**config.mk**
```make
export PLATFORM = sky130hd
export DESIGN_NAME = shift_sequencer
export DESIGN_NICKNAME = d
export VERILOG_FILES = /design/src/rtl/shift_seq_pkg.sv /design/src/rtl/shift_step.sv /design/src/rtl/shift_sequencer.sv
export SDC_FILE = /design/constraint.sdc
export NUM_CORES = 1
export LEC_CHECK = 0
export CORE_ASPECT_RATIO = 0.5
export CORE_UTILIZATION = 50
export DETAILED_ROUTE_END_ITERATION = 10
export PLACE_DENSITY_LB_ADDON = 0.08
export SLEW_MARGIN = 25
export SYNTH_ARGS = -nofsm -noshare
export SYNTH_HDL_FRONTEND = slang
export SYNTH_SLANG_ARGS = --single-unit
```
**constraint.sdc**
```tcl
create_clock -name clk -period 4.7 [get_ports clk]
set_clock_uncertainty 0.2 [all_clocks]
set_input_delay 0.47 -clock clk [delete_from_list [all_inputs] [get_ports clk]]
set_output_delay 0.47 -clock clk [all_outputs]
set_load 0.005 [all_outputs]
```
**src/rtl/shift_seq_pkg.sv**
```systemverilog
// Shared types and defaults for the multi-cycle shift sequencer.
// Latency: n/a (types and constants only).
// Backpressure: n/a.
package shift_seq_pkg;

   localparam int DATA_W_DEF = 16;
   localparam int AMT_W_DEF  = 4;

   typedef enum logic [1:0] {
      SH_PASS = 2'b00,
      SH_LSL  = 2'b01,
      SH_LSR  = 2'b10,
      SH_ASR  = 2'b11
   } shift_op_e;

   // 2'b11 is the spare code; the sequencer forces it back to S_IDLE.
   typedef enum logic [1:0] {
      S_IDLE = 2'b00,
      S_RUN  = 2'b01,
      S_DONE = 2'b10
   } state_e;

endpackage

```
**src/rtl/shift_step.sv**
```systemverilog
// Single-position shift stage: LSL, LSR, ASR (sign replicated) or identity.
// Latency: purely combinational, zero cycles.
// Backpressure: none, no handshake.
module shift_step
   import shift_seq_pkg::*;
#(
   parameter int DATA_W = DATA_W_DEF
) (
   input  logic [DATA_W-1:0] d,
   input  logic [1:0]        op,
   output logic [DATA_W-1:0] q
);

   // One-bit move in the direction selected by op.
   always_comb begin
      q = d;
      case (op)
         SH_LSL:  q = {d[DATA_W-2:0], 1'b0};
         SH_LSR:  q = {1'b0, d[DATA_W-1:1]};
         SH_ASR:  q = {d[DATA_W-1], d[DATA_W-1:1]};
         default: q = d;
      endcase
   end

endmodule

```
**src/rtl/shift_sequencer.sv**
```systemverilog
// Variable-amount LSL/LSR/ASR built from one shift_step iterated once per clock.
// Latency: result valid amt+2 cycles after accept (2 for pass/amt 0); SHIFT_SEQ_EARLY_EXIT_EN stops at a fixed point.
// Backpressure: result held in DONE until out_ready; start_ready only in IDLE.
module shift_sequencer
   import shift_seq_pkg::*;
#(
   parameter int DATA_W = DATA_W_DEF,
   parameter int AMT_W  = AMT_W_DEF
) (
   input  logic              clk,
   input  logic              reset,
   input  logic              start_valid,
   output logic              start_ready,
   input  logic [DATA_W-1:0] in_data,
   input  logic [1:0]        shift_op,
   input  logic [AMT_W-1:0]  shift_amt,
   output logic              out_valid,
   input  logic              out_ready,
   output logic [DATA_W-1:0] out_data,
   output logic              busy
);

   localparam logic [AMT_W-1:0] CNT_ONE = 1;

   state_e            state_q, state_d;
   logic [DATA_W-1:0] data_q, data_d, step_d;
   logic [AMT_W-1:0]  count_q, count_d;
   logic [1:0]        op_q, op_d;
   logic              fixed_pt;

   shift_step #(.DATA_W(DATA_W)) u_step (
      .d  (data_q),
      .op (op_q),
      .q  (step_d)
   );

`ifdef SHIFT_SEQ_EARLY_EXIT_EN
   // Further steps cannot change the value, so the remaining count is skipped.
   assign fixed_pt = (step_d == data_q);
`else
   assign fixed_pt = 1'b0;
`endif

   // The result register is the output; no input reaches out_data combinationally.
   assign out_data = data_q;

   // State, operand, op and remaining-count registers; reset aborts any operation.
   always_ff @(posedge clk or posedge reset) begin
      if (reset) begin
         state_q <= S_IDLE;
         data_q  <= '0;
         count_q <= '0;
         op_q    <= 2'b00;
      end else begin
         state_q <= state_d;
         data_q  <= data_d;
         count_q <= count_d;
         op_q    <= op_d;
      end
   end

   // Next-state, datapath update and state-decoded handshake outputs.
   always_comb begin
      state_d     = state_q;
      data_d      = data_q;
      count_d     = count_q;
      op_d        = op_q;
      start_ready = 1'b0;
      out_valid   = 1'b0;
      busy        = 1'b0;
      case (state_q)
         S_IDLE: begin
            start_ready = 1'b1;
            if (start_valid) begin
               data_d  = in_data;
               op_d    = shift_op;
               count_d = (shift_op == SH_PASS) ? '0 : shift_amt;
               state_d = S_RUN;
            end
         end
         S_RUN: begin
            busy = 1'b1;
            if ((count_q == '0) || fixed_pt) begin
               count_d = '0;
               state_d = S_DONE;
            end else begin
               data_d  = step_d;
               count_d = count_q - CNT_ONE;
            end
         end
         S_DONE: begin
            busy      = 1'b1;
            out_valid = 1'b1;
            if (out_ready) state_d = S_IDLE;
         end
         default: state_d = S_IDLE;
      endcase
   end

endmodule

```
==> impl_metrics.toml, run 1 <==
[power_and_ir_drop]
peakVddDrop_mv = 0.330
power.density_mw_per_mm2 = 710
p_leak_nw = 0.828

[synthesis]
synthSimpleGateAreaFrac = 0.133
syn-num-nets = 185
synth_fa_ha_area_frac = 0.0342
synth_edf_count = 0
synth_top_family_by_area = "compound AO/OA/AOI/OAI gates"
synth_xor_area_frac = 0.00598
yosysWarningCount = 0
yosys-top-cells-area = "dfrtp_1 (41%), mux2i_1 (9.6%), nand2_1 (8.5%), o21ai_0 (7.5%), o21ai_2 (6.0%)"
yosys.area.top_type = "dfrtp_1"
syn_avg_cell_area_um2 = 9.45
synth_area_mm2 = 0.00147
ys_ff_latch = 24
synth_top_area_frac = 0.410
ys_types = 28
yosysSeqAreaShare = 0.410
ys.flop_type = "dfrtp_1"
synth_compound_area_frac = 0.212
muxShareOfSynthArea = 0.149
async_flop_share = 1.00
synthCells = 155

[sta]
worst_slack_ps = 1850
hold_viol = 0
fmax_mhz = 351
slew-limit-headroom = 0.397
drv_slew = 0
timing.hold.ws_ps = 324
setup_viol = 0
rsz0062_at_grt = "no"
timing.final.crit_share = 0.606
finalSetupTns_ps = 0
period_minus_slack_ps = 2850
tightest_slew_ps = 904

[placed_design]
gp_congestion = 0.797
portBuffers = 44
post-dp-hpwl_um = 2200
dp_slack_ps = 1820

[worst_setup_path]
crit_path_cell_trace = "inv_1 -> ha_1 -> buf_4 -> or4b_4 -> o221ai_4 -> o21ai_0"
worst-path-buf-inv = 2
start_kind = "flop"
reg2reg_to = "out_data[8]"
crit_family = "compound AO/OA/AOI/OAI gates"
critPathKind = "flop to flop"
slowest_delay_ps = 700
r2r-start = "state_q[1]"
end_kind = "flop"
crit_required_ps = 4610
cp_data_arrival_time_ps = 2760
cp_slowest_cell = "o221ai_4"
r2r_cells = 6
critPathMaxFanout = 43
r2r_slack_ps = 1850

[cts]
clockBufferDepth = 2
cts.sinks = 24
insertion_delay_ps = 270
cts-htree-levels = 1
cts_root_buffer = "clkbuf_8"
cts.clk_slew.worst_paths_ps = 90
cts_tree = "yes"
cts_buffers = 3
ctsHoldBuffers = 0
cts_resized = 0
cts_setup_buffers = 0

[worst_hold_path]
hold_end = "out_data[15]"
min_path_cells = 1
hold_path.class = "flop to flop"
min_from = "out_data[15]"

[floorplanning]
rows = 13
start_util = 0.546
die_h_um = 40.3
die_area_mm2 = 0.00316
die_x_um = 78.6
io-pin-count = 45
fp.coreArea_mm2 = 0.00268

[global_routing]
first_global_vias = 1105
grt_pass1_wl_um = 5180
use_met3 = 0.0477
busiest_layer = "met2"
gr-usage-met1 = 0.275
grt_usage = 0.219
grtUsageMet2 = 0.409
grt-ovfl-total = 0
antenna_found_initial = 0
grt_max_degree = 44

[run]
drv_cap = 0

[drt]
drtIter0Drc = 63
dr.pass1.iters = 4
via_per_inst = 5.22
routed-via-count = 1212
wl_per_cell_um = 13.5
drc = 0
antenna_left = 0
drt_wl_total_um = 3140

[cells_and_area]
drive_gt1_frac = 0.123
final_nets = 226
area_growth_pct = 33.5
diodes = 0

[status]
status = "finished clean"
==> placed cells by master (no fill, tap or decap), drive strengths merged, types with 2 or more instances in the layout <==
cell type      synthesis  final
a21oi                  4      4
clkbuf                 4      4
clkdlybuf4s50          0     44
dfrtp                 24     24
ha                     4      4
inv                    6      5
mux2                   7      7
mux2i                 14     14
nand2                 33     33
nand2b                 4      4
nand3                  2      2
nor2                   2      2
o21ai                 34     34
o22ai                  2      2
==> worst max-delay path by stage <==
stage | to | from | depth (start not counted) | slack [ps]
after floorplan | out_data[15] | state_q[1] | 6 | 2700
after detailed placement | out_data[8] | state_q[1] | 6 | 1820
final | out_data[8] | state_q[1] | 6 | 1850
after CTS | out_data[8] | state_q[1] | 6 | 1830
after global placement | out_data[9] | state_q[1] | 6 | 1940
after global routing | out_data[8] | state_q[1] | 6 | 1600
==> power breakdown <==
group | switching [mW] | internal [mW]
Clock | 0.0669 | 0.0748
Combinational | 0.365 | 0.424
Sequential | 0.145 | 0.313
Total | 0.577 | 0.812
==> routing by layer <==
metal	routed length (µm)	up-vias	share of wire
met5	0	-	0
met1	1540	551	0.49
met3	123	2	0.039
met4	14	0	0.0045
li1	-	623	-
met2	1470	36	0.47
==> kinds of logic (layout without fill, tap and decap cells) <==
logic type               Yosys count  count (layout)
AO/OA/AOI/OAI                     46              46
XOR/XNOR                           1               1
adder cells (fa/ha/maj)            4               4
buffers and inverters             15              55
flip-flops                        24              24
multiplexers                      21              21
AND/OR/NAND/NOR                   44              44
==> Yosys cell counts, drive strengths merged (2+ instances only) <==
cell	n
nor2	2
nand2	33
o21ai	34
buf	5
clkbuf	4
mux2i	14
nand3	2
nand2b	4
a21oi	4
ha	4
inv	6
mux2	7
dfrtp	24
o22ai	2
==> cell type report <==
cell class | instances | area [µm²]
Sequential cell | 24 | 601
Multi-Input combinational cell | 116 | 783
Fill cell | 227 | 728
Inverter | 6 | 22.5
Clock buffer | 4 | 55.1
Tap cell | 37 | 46.3
Timing Repair Buffer | 45 | 448
==> per-stage QoR <==
stage / utilization / total power, mW / instances / instance area [µm²]
3_3_place_gp: 0.708 / 1.22 / 228 / 1900
3_5_place_dp: 0.708 / 1.25 / 228 / 1900
2_1_floorplan: - / 1.00 / 155 / 1470
5_1_grt: 0.729 / 1.51 / 232 / 1960
4_1_cts: 0.729 / 1.40 / 232 / 1960
6_report: 0.729 / 1.39 / 232 / 1960
==> flip-flops by register name (all words and copies together), names as in the netlist <==
signal / flops
count_q: 4
op_q: 2
out_data: 16
state_q: 2
==> worst reg2reg max path, stage by stage (launching register included) <==
cell and delay [ps]:
dfrtp_1 400, inv_1 110, ha_1 150, buf_4 320, or4b_4 570, o221ai_4 700, o21ai_0 240
Note: power is estimated with default switching activity, not from simulation.
==> inputs of run 2 (changes only) <==
Settings changed: CORE_UTILIZATION 50 to 42.
Clock period 4.7 ns to 2.3 ns, I/O delays scaled along.
==> run 2 against run 1 <==
  * Clock-buffer cell count stayed put
  * Flip-flop and latch count stayed put
  * Critical path depth is 1 higher
  * Maximum frequency is 35% higher
  * Clock power is 100% higher
  * Hold slack worse by 230 ps
  * Sequential power is 95% higher
  * Power is 110% higher
  * Critical endpoint is now out_data[15]
  * Largest cell class unchanged
==> impl_metrics.toml, run 2 (synthesis results as in run 1) <==
[drt]
wl_met3_um = 154
dr.pass1.iters = 4
drc = 0
m1WireLength_um = 1540
top_layer_used = "met4"
via_per_inst = 5.10
drt_wl_total_um = 3070
wl_per_cell_um = 12.8
drtIter0Drc = 50
routed-via-count = 1224
wl_met2_um = 1360
antenna_left = 0

[cts]
cts.sinks = 24
cts.clk_slew.worst_paths_ps = 90
cts_root_buffer = "clkbuf_8"
ctsHoldBuffers = 0
cts_tree = "yes"
cts_setup_buffers = 0
cts-htree-levels = 1
cts_resized = 0
cts_buffers = 3
insertion_delay_ps = 270
clockBufferDepth = 2

[power_and_ir_drop]
p_clk_frac = 0.099
p_seq_frac = 0.306
p_leak_nw = 0.861
cellInternalPower_mw = 1.74
switching_share = 0.405
combPwrFrac = 0.595
peakVddDrop_mv = 0.619
power.density_mw_per_mm2 = 1450
switchingPower_mw = 1.18

[global_routing]
grt-ovfl-total = 0
grt_max_degree = 31
antenna_found_initial = 0
grt_usage = 0.189
first_global_vias = 1112
grt_pass1_wl_um = 5400

[placed_design]
portBuffers = 44
gp_congestion = 0.762
post-dp-hpwl_um = 2260
placed_cells = 236

[worst_setup_path]
reg2reg_to = "out_data[15]"
end_kind = "flop"
crit_family = "multiplexers"
crit_required_ps = 2260
slowest_delay_ps = 400
worst-path-buf-inv = 2
cp_slowest_cell = "dfrtp_1"
start_kind = "flop"
r2r_cells = 7
r2r-start = "state_q[1]"
critPathKind = "flop to flop"
r2r_slack_ps = 190
crit_path_cell_trace = "inv_1 -> ha_1 -> buf_4 -> mux2_2 -> o21ai_1 -> a21oi_1 -> mux2_1"
cp_data_arrival_time_ps = 2070
critPathMaxFanout = 22

[cells_and_area]
multiInputGateArea_um2 = 783
instances_no_fill = 240
fin_util = 0.637
final_nets = 231
final_cell_mix = "clkdlybuf4s50_1 (44), nand2_1 (33), dfrtp_1 (24), o21ai_0 (22), mux2i_1 (14)"
largest_register_ffs = 16
area_growth_pct = 37.1
drive_gt1_frac = 0.145
num-fill-cells = 286
diodes = 0
register_area_um2 = 601
layout_commonest_cell = "clkdlybuf4s50_1"

[sta]
period_minus_slack_ps = 2110
drv_slew = 0
fmax_mhz = 474
rsz0062_at_grt = "no"
slew-limit-headroom = 0.702
setup_viol = 0
hold_viol = 0
timing.hold.ws_ps = 95.7
finalSetupTns_ps = 0
timing.final.crit_share = 0.918
tightest_slew_ps = 442

[floorplanning]
fp.coreArea_mm2 = 0.00315
die_area_mm2 = 0.00374
die_h_um = 43.8
die_x_um = 85.5
start_util = 0.465
rows = 14
io-pin-count = 45

[worst_hold_path]
hold_path.class = "input port to asynchronous set/reset pin"

[run]
drv_cap = 0

[status]
status = "finished clean"
==> run 2: metal layers <==
| metal | track usage | up-vias |
|---|---|---|
| li1 | - | 636 |
| met1 | 0.273 | 555 |
| met2 | 0.278 | 31 |
| met3 | 0.0590 | 2 |
| met4 | 0.0400 | 0 |
| met5 | 0 | - |
==> run 2: final cells by class <==
cell class	instances	share of cell area
clock buffers	4	0.0274
inverters	6	0.0112
multi-input cells	116	0.390
flip-flops and latches	24	0.299
well taps	40	0.0249
repair buffers	50	0.248
==> run 2: power by group through the flow <==
stage / clock network [mW] / registers, mW / logic [mW]
after floorplan: 0 / 0.831 / 1.22
after global placement: 0 / 0.900 / 1.72
after detailed placement: 0 / 0.899 / 1.75
after CTS: 0.300 / 0.895 / 1.76
after global routing: 0.317 / 0.933 / 1.95
final: 0.288 / 0.893 / 1.74
==> run 2: worst max path at each step <==
stage,cells past startpoint,slack [ps],to,startpoint
global placement,6,280,out_data[9],state_q[1]
CTS,7,170,out_data[15],state_q[1]
finish,7,190,out_data[15],state_q[1]
detailed placement,6,220,out_data[7],state_q[1]
global route,7,40,out_data[15],state_q[1]
floorplan,6,300,out_data[15],state_q[1]
==> run 2: through the flow <==
| step | instance area, µm² | setup WS [ps] | total power, mW |
|---|---|---|---|
| after global routing | 2010 | 35.2 | 3.20 |
| after global placement | 1950 | 281 | 2.62 |
| after CTS | 2010 | 170 | 2.96 |
| after floorplan | 1470 | 303 | 2.05 |
| after detailed placement | 1950 | 220 | 2.65 |
| final | 2010 | 188 | 2.92 |
==> run 2: worst min-delay path, delay by kind of cell <==
family	cells	cell delay, ps
buffers and inverters	3	740
